[config.mk]
export PLATFORM = sky130hd
export DESIGN_NAME = stack_ctrl_ext
export DESIGN_NICKNAME = d
export VERILOG_FILES = /design/src/rtl/stack_ctrl_ext.sv
export SDC_FILE = /design/constraint.sdc
export NUM_CORES = 1
export LEC_CHECK = 0
export CORE_MARGIN = 8
export CORE_UTILIZATION = 53
export CTS_BUF_LIST = sky130_fd_sc_hd__clkbuf_8
export DETAILED_ROUTE_END_ITERATION = 7
export PLACE_DENSITY = 0.79
export RECOVER_POWER = 25
export SYNTH_ARGS = -nofsm -noshare
export SYNTH_HDL_FRONTEND = slang
export SYNTH_SLANG_ARGS = --single-unit
[constraint.sdc]
create_clock -name clk -period 3.1 [get_ports clk]
set_clock_uncertainty 0.05 [all_clocks]
set_input_delay 0.93 -clock clk [delete_from_list [all_inputs] [get_ports clk]]
set_output_delay 0.93 -clock clk [all_outputs]
set_load 0.005 [all_outputs]
[src/rtl/stack_ctrl_ext.sv]
`default_nettype none
// ----------------------------------------------------------------------------
// stack_ctrl_ext : multicycle fetch/decode/execute controller, extended ISA
// Rev 1.0 - initial release
// ----------------------------------------------------------------------------
module stack_ctrl_ext #(
  parameter int SP_W     = 4,
  parameter int WAIT_MAX = 15
) (
  input  logic            clk,
  input  logic            rst,
  input  logic [3:0]      opcode,
  input  logic            zero,
  input  logic            mem_ready,
  output logic            load_ir,
  output logic            mem_read,
  output logic            mem_write,
  output logic            mem_adr_sel,
  output logic [1:0]      pc_sel,
  output logic            pop,
  output logic            push,
  output logic [1:0]      push_sel,
  output logic            lat_a,
  output logic            lat_b,
  output logic [2:0]      alu_op,
  output logic [SP_W:0]   depth,
  output logic            halted,
  output logic            trap,
  output logic [2:0]      trap_cause
);

  localparam logic [3:0] c_OP_ADD  = 4'b0000;
  localparam logic [3:0] c_OP_SUB  = 4'b0001;
  localparam logic [3:0] c_OP_AND  = 4'b0010;
  localparam logic [3:0] c_OP_NOT  = 4'b0011;
  localparam logic [3:0] c_OP_PUSH = 4'b0100;
  localparam logic [3:0] c_OP_POP  = 4'b0101;
  localparam logic [3:0] c_OP_JMP  = 4'b0110;
  localparam logic [3:0] c_OP_JZ   = 4'b0111;
  localparam logic [3:0] c_OP_DUP  = 4'b1000;
  localparam logic [3:0] c_OP_SWAP = 4'b1001;
  localparam logic [3:0] c_OP_OR   = 4'b1010;
  localparam logic [3:0] c_OP_HALT = 4'b1111;

  localparam logic [SP_W:0] c_DEPTH    = {1'b1, {SP_W{1'b0}}};
  localparam logic [7:0]    c_WAIT_MAX = 8'(WAIT_MAX);

  typedef enum logic [3:0] {
    S_FETCH, S_DECODE, S_POP_A, S_POP_B, S_PUSH_R, S_PUSH_M, S_MEM_WR, S_JMP,
    S_JZ_EVAL, S_PUSH_A1, S_PUSH_A2, S_PUSH_A, S_PUSH_B, S_HALTED, S_TRAP
  } state_t;

  state_t        state_q, state_d;
  logic [SP_W:0] depth_q, depth_d;
  logic [7:0]    wait_q, wait_d;
  logic [2:0]    cause_q, cause_d;

  logic       w_legal, w_grow, w_waiting, w_timeout;
  logic [1:0] w_need;

  // Stack requirements of the opcode being decoded
  always_comb begin
    w_legal = 1'b1;
    w_need  = 2'd0;
    w_grow  = 1'b0;
    case (opcode)
      c_OP_ADD, c_OP_SUB, c_OP_AND, c_OP_OR, c_OP_SWAP: w_need = 2'd2;
      c_OP_NOT, c_OP_POP, c_OP_JZ:                      w_need = 2'd1;
      c_OP_DUP:  begin w_need = 2'd1; w_grow = 1'b1; end
      c_OP_PUSH: w_grow = 1'b1;
      c_OP_JMP, c_OP_HALT: ;
      default:   w_legal = 1'b0;
    endcase
  end

  assign w_timeout = !mem_ready && ((wait_q + 8'd1) == c_WAIT_MAX);

  always_comb begin
    state_d     = state_q;
    cause_d     = cause_q;
    w_waiting   = 1'b0;
    load_ir     = 1'b0;
    mem_read    = 1'b0;
    mem_write   = 1'b0;
    mem_adr_sel = 1'b0;
    pc_sel      = 2'd0;
    pop         = 1'b0;
    push        = 1'b0;
    push_sel    = 2'd0;
    lat_a       = 1'b0;
    lat_b       = 1'b0;
    alu_op      = 3'd0;
    case (state_q)
      S_FETCH: begin
        mem_read  = 1'b1;
        w_waiting = 1'b1;
        if (mem_ready) begin
          load_ir = 1'b1;
          pc_sel  = 2'd1;
          state_d = S_DECODE;
        end else if (w_timeout) begin
          state_d = S_TRAP;
          cause_d = 3'd4;
        end
      end
      S_DECODE: begin
        if (!w_legal) begin
          state_d = S_TRAP;
          cause_d = 3'd3;
        end else if (depth_q < (SP_W+1)'(w_need)) begin
          state_d = S_TRAP;
          cause_d = 3'd1;
        end else if (w_grow && (depth_q == c_DEPTH)) begin
          state_d = S_TRAP;
          cause_d = 3'd2;
        end else begin
          case (opcode)
            c_OP_PUSH: state_d = S_PUSH_M;
            c_OP_JMP:  state_d = S_JMP;
            c_OP_HALT: state_d = S_HALTED;
            default:   state_d = S_POP_A;
          endcase
        end
      end
      S_POP_A: begin
        pop   = 1'b1;
        lat_a = 1'b1;
        case (opcode)
          c_OP_NOT: state_d = S_PUSH_R;
          c_OP_POP: state_d = S_MEM_WR;
          c_OP_JZ:  state_d = S_JZ_EVAL;
          c_OP_DUP: state_d = S_PUSH_A1;
          default:  state_d = S_POP_B;
        endcase
      end
      S_POP_B: begin
        pop     = 1'b1;
        lat_b   = 1'b1;
        state_d = (opcode == c_OP_SWAP) ? S_PUSH_A : S_PUSH_R;
      end
      S_PUSH_R: begin
        push    = 1'b1;
        state_d = S_FETCH;
        case (opcode)
          c_OP_SUB: alu_op = 3'd1;
          c_OP_AND: alu_op = 3'd2;
          c_OP_NOT: alu_op = 3'd3;
          c_OP_OR:  alu_op = 3'd4;
          default:  alu_op = 3'd0;
        endcase
      end
      S_PUSH_M: begin
        mem_read    = 1'b1;
        mem_adr_sel = 1'b1;
        push_sel    = 2'd1;
        w_waiting   = 1'b1;
        if (mem_ready) begin
          push    = 1'b1;
          state_d = S_FETCH;
        end else if (w_timeout) begin
          state_d = S_TRAP;
          cause_d = 3'd4;
        end
      end
      S_MEM_WR: begin
        mem_write   = 1'b1;
        mem_adr_sel = 1'b1;
        w_waiting   = 1'b1;
        if (mem_ready) begin
          state_d = S_FETCH;
        end else if (w_timeout) begin
          state_d = S_TRAP;
          cause_d = 3'd4;
        end
      end
      S_JMP: begin
        pc_sel  = 2'd2;
        state_d = S_FETCH;
      end
      S_JZ_EVAL: begin
        pc_sel  = zero ? 2'd2 : 2'd0;
        state_d = S_FETCH;
      end
      S_PUSH_A1: begin push = 1'b1; push_sel = 2'd2; state_d = S_PUSH_A2; end
      S_PUSH_A2: begin push = 1'b1; push_sel = 2'd2; state_d = S_FETCH;   end
      S_PUSH_A:  begin push = 1'b1; push_sel = 2'd2; state_d = S_PUSH_B;  end
      S_PUSH_B:  begin push = 1'b1; push_sel = 2'd3; state_d = S_FETCH;   end
      S_HALTED, S_TRAP: ;
      default: state_d = S_FETCH;
    endcase

    // Strobes must be quiet for the whole time reset is held
    if (rst) begin
      load_ir     = 1'b0;
      mem_read    = 1'b0;
      mem_write   = 1'b0;
      mem_adr_sel = 1'b0;
      pc_sel      = 2'd0;
      pop         = 1'b0;
      push        = 1'b0;
      push_sel    = 2'd0;
      lat_a       = 1'b0;
      lat_b       = 1'b0;
      alu_op      = 3'd0;
    end
  end

  always_comb begin
    depth_d = depth_q;
    if (push)     depth_d = depth_q + 1'b1;
    else if (pop) depth_d = depth_q - 1'b1;
    wait_d = (w_waiting && !mem_ready && (state_d == state_q)) ? wait_q + 8'd1 : 8'd0;
  end

  always_ff @(posedge clk or posedge rst) begin
    if (rst) begin
      state_q <= S_FETCH;
      depth_q <= '0;
      wait_q  <= 8'd0;
      cause_q <= 3'd0;
    end else begin
      state_q <= state_d;
      depth_q <= depth_d;
      wait_q  <= wait_d;
      cause_q <= cause_d;
    end
  end

  assign depth      = depth_q;
  assign halted     = (state_q == S_HALTED);
  assign trap       = (state_q == S_TRAP);
  assign trap_cause = cause_q;

endmodule
`default_nettype wire
Word level (Yosys, flattened, before mapping)
Index checks and enable logic that the tools add are counted.

storage, ports and cells
  logic and storage cells = 109
  input bits = 8
  register bits after elaboration = 20
  output and inout port bits = 25

cells by class
  order comparisons = 1
  muxes and demuxes = 49
  reductions and logical operators = 21
  eq/ne operators = 31
  $add $sub $neg = 3

operators with widths
  kind                 number
  $eq 4x4->1 const B   11
  $eq 4x3->1 const B   8
  $pmux 4 s8           1
  $mux 4               7
  $mux 3               7
  $mux 1               20
  $eq 4x2->1 const B   4
  $pmux 4 s4           1
  $pmux 2 s3           2
  $pmux 3 s4           1
  $pmux 4 s3           1
  $reduce_or 12->1     1
  $mux 5               2
  $reduce_or 2->1      5
  $reduce_or 5->1      2
  $add 8x1->8 const B  1
  $eq 4x1->1 const B   2
  $eq 8x4->1 const B   1
  $logic_not 4->1      2
  $mux 8               1
  $mux 2               3
  $pmux 3 s2           1
  $reduce_or 3->1      2
  $add 5x1->5 const B  1
  other kinds (14)     18

Logic depth before layout (Yosys ltp)
  word-level depth = 11
  gate-level depth with buffers = 10
  depth with buffers taken out = 9

Least setup slack after synthesis
Ideal clock, no wire load.

  path kind = input -> output
  start point = input rst
  end point = output alu_op[2]
  setup slack = -20 ps
  buffers on the path = 0
  data arrival time = 2140 ps
  cell stages on the path = 5
  data required time = 2120 ps
  path through = inv_1 -> nand3b_1 -> nor4_1 -> nand2_1 -> nor3b_1

between the ends
  word-level cells in the longest chain between the ends = 1

RTL lines
  what                line  RTL
  start: declaration  11    input logic rst,
  $mux 3              193   if (rst) begin
  end: declaration    25    output logic [2:0] alu_op,

Every way passes these cells.

Worst setup path in the final report
  start point = input opcode[2]
  end point = register state_q[2]

between the ends
  word-level cells in the longest chain between the ends = 8
  elaborated cells on any way between the ends = 28

RTL lines
  what                                                line  RTL
  start: declaration                                  12    input logic [3:0] opcode,
  branches (longest 7 deep; another with $lt 5x2->1)  n/a
  $pmux 4 s8 *                                        93    case (state_q)
  via state_d[2]                                      53    state_t state_q, state_d;
  end signal: assignment                              222   state_q <= state_d;
  end: declaration                                    53

Mark *: on every way through the listed nets, which the timed path passes.
A chain may end at the register's enable or synchronous reset.

==> flow_summary.html <==
<table>
<tr><th>Metric</th><th>Value</th></tr>
<tr><th colspan="2">STA</th></tr>
<tr><td>Number of failing setup endpoints in the final timing report</td><td>0</td></tr>
<tr><td>Fmax</td><td>0.331 GHz</td></tr>
<tr><td>Final-report hold violation count</td><td>0</td></tr>
<tr><td>RSZ-0062 raised after global routing</td><td>yes</td></tr>
<tr><td>Shortest clock period the worst path allows after layout</td><td>between 3 and 4 ns</td></tr>
<tr><td>Number of max-slew violations in the final report</td><td>0</td></tr>
<tr><td>Slew of the pin with the lowest slew margin</td><td>just over 0.8 ns</td></tr>
<tr><td>Final period utilization</td><td>97.6%</td></tr>
<tr><td>Final hold slack</td><td>about 0.43 ns</td></tr>
<tr><td>Relative max-transition margin</td><td>45.6%</td></tr>
<tr><th colspan="2">Detailed routing</th></tr>
<tr><td>Met1 Routed Length</td><td>around 1900 um</td></tr>
<tr><td>Detailed-routing iteration count for the pre-antenna-repair pass</td><td>4</td></tr>
<tr><td>Detailed-route DRC error count</td><td>0</td></tr>
<tr><td>Number of nets still failing antenna checks after routing</td><td>0</td></tr>
<tr><td>Max layer used</td><td>met4</td></tr>
<tr><td>Met2 wire len</td><td>2410 um</td></tr>
<tr><td>Total wire length after detailed routing</td><td>4720 um</td></tr>
<tr><td>Vias per std cell</td><td>5.98</td></tr>
<tr><td>DRC violation total after the first TritonRoute iteration</td><td>between 80 and 90</td></tr>
<tr><td>Vias</td><td>approximately 1700</td></tr>
<tr><td>Detailed route wirelength on metal3</td><td>356 um</td></tr>
<tr><td>DR WL/cell</td><td>16.8 um</td></tr>
<tr><th colspan="2">GRT</th></tr>
<tr><td>Antenna violations before repair</td><td>0</td></tr>
<tr><td>GRT Residual Overflow</td><td>0</td></tr>
<tr><td>First-pass GRT wire length</td><td>around 8100 um</td></tr>
<tr><td>Number of global-route vias before repair</td><td>approximately 1700</td></tr>
<tr><td>Pin count of the biggest net entering global routing</td><td>23</td></tr>
<tr><td>GRT Overall Usage</td><td>19.3%</td></tr>
<tr><th colspan="2">Power and ir drop</th></tr>
<tr><td>Flop pwr share</td><td>26.3%</td></tr>
<tr><td>Net Sw Frac</td><td>40.1%</td></tr>
<tr><td>Switching power</td><td>slightly above 0.0007 W</td></tr>
<tr><td>Combinational fraction of design power</td><td>58.9%</td></tr>
<tr><td>Clock share of power</td><td>14.8%</td></tr>
<tr><td>Leakage</td><td>1.11 nW</td></tr>
<tr><td>Worst vdd ir</td><td>0.000503 V</td></tr>
<tr><td>Power per cell area</td><td>761 nW/um2</td></tr>
<tr><td>Cell internal pwr</td><td>0.00106 W</td></tr>
<tr><th colspan="2">CTS</th></tr>
<tr><td>Number of buffers on the longest clock path</td><td>2</td></tr>
<tr><td>Insertion delay to the later sink of the worst-skew pair</td><td>0.26 ns</td></tr>
<tr><td>Clock tree from TritonCTS</td><td>yes</td></tr>
<tr><td>Clock H-tree levels</td><td>1</td></tr>
<tr><td>Clock root buffer</td><td>sky130_fd_sc_hd__clkbuf_8</td></tr>
<tr><td>Total clock buffers created by CTS</td><td>3</td></tr>
<tr><td>Number of clock sinks</td><td>20</td></tr>
<tr><td>Count of hold-fix buffers inserted at cts</td><td>0</td></tr>
<tr><td>Clock transition at the register clock pins on the worst setup and hold paths after CTS</td><td>~0.08 ns</td></tr>
<tr><th colspan="2">Yosys</th></tr>
<tr><td>Library cells used by synthesis</td><td>54</td></tr>
<tr><td>Mapped Nets</td><td>a little over 200</td></tr>
<tr><td>Yosys top cell area share</td><td>30.9%</td></tr>
<tr><td>Synthesized area per cell</td><td>8.43 um2</td></tr>
<tr><td>Number of instances in the synthesized netlist</td><td>192</td></tr>
<tr><td>Synth Cell Area</td><td>1620 um2</td></tr>
<tr><td>Primary FF master, synth</td><td>sky130_fd_sc_hd__dfrtp_1</td></tr>
<tr><td>Async set or reset register ratio after synthesis</td><td>100%</td></tr>
<tr><td>Biggest area consumer among synthesized cells</td><td>sky130_fd_sc_hd__dfrtp_1</td></tr>
<tr><td>Number of warning messages in the yosys log</td><td>0</td></tr>
<tr><td>Synthesized flop and latch total</td><td>20</td></tr>
<tr><td>Post-synthesis sequential area ratio</td><td>30.9%</td></tr>
<tr><td>Number of synthesized flops with an enable pin</td><td>0</td></tr>
<tr><td>Most area-consuming cells after synthesis</td><td>sky130_fd_sc_hd__dfrtp_1 31%, sky130_fd_sc_hd__xor2_1 4.9%, sky130_fd_sc_hd__ha_1 4.6%</td></tr>
<tr><th colspan="2">Min path</th></tr>
<tr><td>Class of the tightest hold or removal check</td><td>reg -&gt; reg</td></tr>
<tr><th colspan="2">Layout</th></tr>
<tr><td>Layout net count</td><td>265</td></tr>
<tr><td>Fill cell count</td><td>227</td></tr>
<tr><td>Layout cell share with drive strength beyond 1</td><td>between 20% and 30%</td></tr>
<tr><td>Synth-to-Final Area Change</td><td>44.1%</td></tr>
<tr><td>Diodes inserted</td><td>0</td></tr>
<tr><td>Most frequent cells in the layout</td><td>35 x sky130_fd_sc_hd__buf_4, 20 x sky130_fd_sc_hd__dfrtp_1, 19 x sky130_fd_sc_hd__nor2_1</td></tr>
<tr><td>Post-route standard cell area excluding fillers</td><td>2330 um2</td></tr>
<tr><td>Commonest non-fill, non-tap cell in the layout</td><td>sky130_fd_sc_hd__buf_4</td></tr>
<tr><th colspan="2">Floorplan</th></tr>
<tr><td>Die area</td><td>5080 um2</td></tr>
<tr><td>Starting density of the core</td><td>54.3%</td></tr>
<tr><td>Floorplan row count</td><td>20</td></tr>
<tr><td>Die Y</td><td>~70 um</td></tr>
<tr><td>Standard cell core area</td><td>2980 um2</td></tr>
<tr><td>Number of primary I/O pins</td><td>33</td></tr>
<tr><td>Die width</td><td>71.3 um</td></tr>
<tr><th colspan="2">Placed design</th></tr>
<tr><td>Count of port buffers added during placement</td><td>32</td></tr>
<tr><td>Detail Placement HPWL</td><td>3520 um</td></tr>
<tr><td>Area of placed instances</td><td>roughly 2100 um2</td></tr>
<tr><td>Global placement routability congestion</td><td>around 0.9</td></tr>
<tr><th colspan="2">Setup path</th></tr>
<tr><td>Worst-path fanout max</td><td>10</td></tr>
<tr><td>Data arrival time of the critical path</td><td>~3.1 ns</td></tr>
<tr><td>Startpoint type of the worst setup path</td><td>primary input</td></tr>
<tr><td>Crit path kind</td><td>in -&gt; reg</td></tr>
<tr><td>Cell type of the slowest stage on the worst timing path</td><td>sky130_fd_sc_hd__or4_4</td></tr>
<tr><td>Crit path cell chain</td><td>dlygate4sd2_1, buf_4, inv_1, nand2_1, a21o_1, ha_1, or4_4, or2_4, o31ai_2, buf_4, a22oi_1, o2111ai_2</td></tr>
<tr><td>Most prevalent standard cell on the critical path</td><td>sky130_fd_sc_hd__buf_4</td></tr>
<tr><td>CP max stage delay</td><td>0.44 ns</td></tr>
<tr><td>Crit path capture type</td><td>flop</td></tr>
<tr><td>CP required</td><td>about 3.2 ns</td></tr>
<tr><td>Crit-path leading delay family</td><td>simple AND/OR/NAND/NOR gates</td></tr>
<tr><td>Combined buffer and inverter count along the critical path</td><td>4</td></tr>
<tr><th colspan="2">Run status</th></tr>
<tr><td>Result of the run</td><td>complete, no violations</td></tr>
<tr><th colspan="2">Flow run</th></tr>
<tr><td>Number of max-cap violations</td><td>0</td></tr>
</table>
==> final cells by class <==
cell class	instances	area (um2)	area share (%)
Multi-Input combinational cell	152	1120	48.0
Clock inverter	1	30.0	1.29
Timing Repair Buffer	67	573	24.6
Clock buffer	3	41.3	1.77
Sequential cell	20	500	21.5
Inverter	6	26.3	1.13
Tap cell	33	41.3	1.77
==> worst register-to-register path: stages (launching register included) <==
cell,delay (ns)
sky130_fd_sc_hd__dfrtp_1,0.37
sky130_fd_sc_hd__buf_4,0.25
sky130_fd_sc_hd__nor2b_1,0.21
sky130_fd_sc_hd__o21ai_0,0.10
sky130_fd_sc_hd__a21oi_1,0.14
sky130_fd_sc_hd__buf_4,0.14
sky130_fd_sc_hd__buf_4,0.12
sky130_fd_sc_hd__inv_2,0.07
sky130_fd_sc_hd__buf_4,0.13
sky130_fd_sc_hd__ha_1,0.29
sky130_fd_sc_hd__a21o_1,0.17
sky130_fd_sc_hd__a21oi_2,0.13
sky130_fd_sc_hd__xnor2_1,0.07
sky130_fd_sc_hd__mux2_2,0.26
==> registers in the layout, summed over array words and instances (netlist names) <==
register,count
depth,5
wait_q,8
trap_cause,3
state_q,4
==> power groups by stage <==
stage	Clock, W	Sequential (W)	Combinational, W
after floorplan	0	0.000411	0.000607
after detailed placement	0	0.000454	0.000943
after CTS	0.000264	0.000458	0.000993
after global placement	0	0.000450	0.000902
final	0.000262	0.000466	0.00105
after global routing	0.000280	0.000479	0.00115
==> cell usage after synthesis (all sizes together), types with 6 or more instances <==
cell    number
nor3         8
clkbuf       9
inv          6
ha           6
xnor2        7
a21oi        7
xor2         9
nor2        21
o21ai        7
and3         9
dfrtp       20
nand3       10
nand2       13
==> through the flow <==
step / util [%] / instances / setup WS [ns] / power (W) / setup TNS [ns]
CTS: 76.2 / 280 / -0.0148 / 0.00172 / -0.0273
detailed placement: 71.6 / 271 / -0.662 / 0.00140 / -9.58
global placement: 71.6 / 271 / -0.544 / 0.00135 / -7.76
finish: 78.3 / 282 / 0.0753 / 0.00177 / 0
floorplan: - / 192 / 0.0887 / 0.00102 / 0
global route: 78.3 / 282 / -0.0714 / 0.00191 / -0.0892
==> cell families (layout without fill, tap and decap cells) <==
group	Yosys count	in the layout	share of synthesized area [%]
simple gates	89	89	30.6
compound gates	36	36	16.0
fa+ha+maj	7	7	5.88
flops	20	20	30.9
mux	4	4	2.71
xor+xnor	16	16	8.66
buf+inv	20	77	5.18
==> routing by layer <==
metal	vias to the layer above	global-route usage [%]
li1	806	-
met1	808	22.1
met2	64	34.4
met3	9	5.30
met4	0	4.39
met5	-	0
==> what timing repair did <==
| action | CTS | global route |
|---|---|---|
| gates resized for setup | 35 | 14 |
| setup buffers | 5 | 2 |
| pin swaps | 5 | 12 |
| endpoints found under the setup margin | 22 | 16 |
==> final timing paths <==
path,to,slack [ns],cells past startpoint,start
worst max register to register,depth[3]$_DFFE_PP0P_,0.46,13,state_q[3]$_DFF_PP0_
max in group asynchronous,depth[3]$_DFFE_PP0P_,2.16,3,rst
worst min register to register,trap_cause[2]$_DFFE_PP0P_,0.43,1,trap_cause[2]$_DFFE_PP0P_
min in group asynchronous,state_q[1]$_DFF_PP0_,0.66,3,rst
worst max-delay path,state_q[2]$_DFF_PP0_,0.08,12,opcode[2]
worst min-delay path,trap_cause[2]$_DFFE_PP0P_,0.43,1,trap_cause[2]$_DFFE_PP0P_
(Power assumes the default switching activity.)
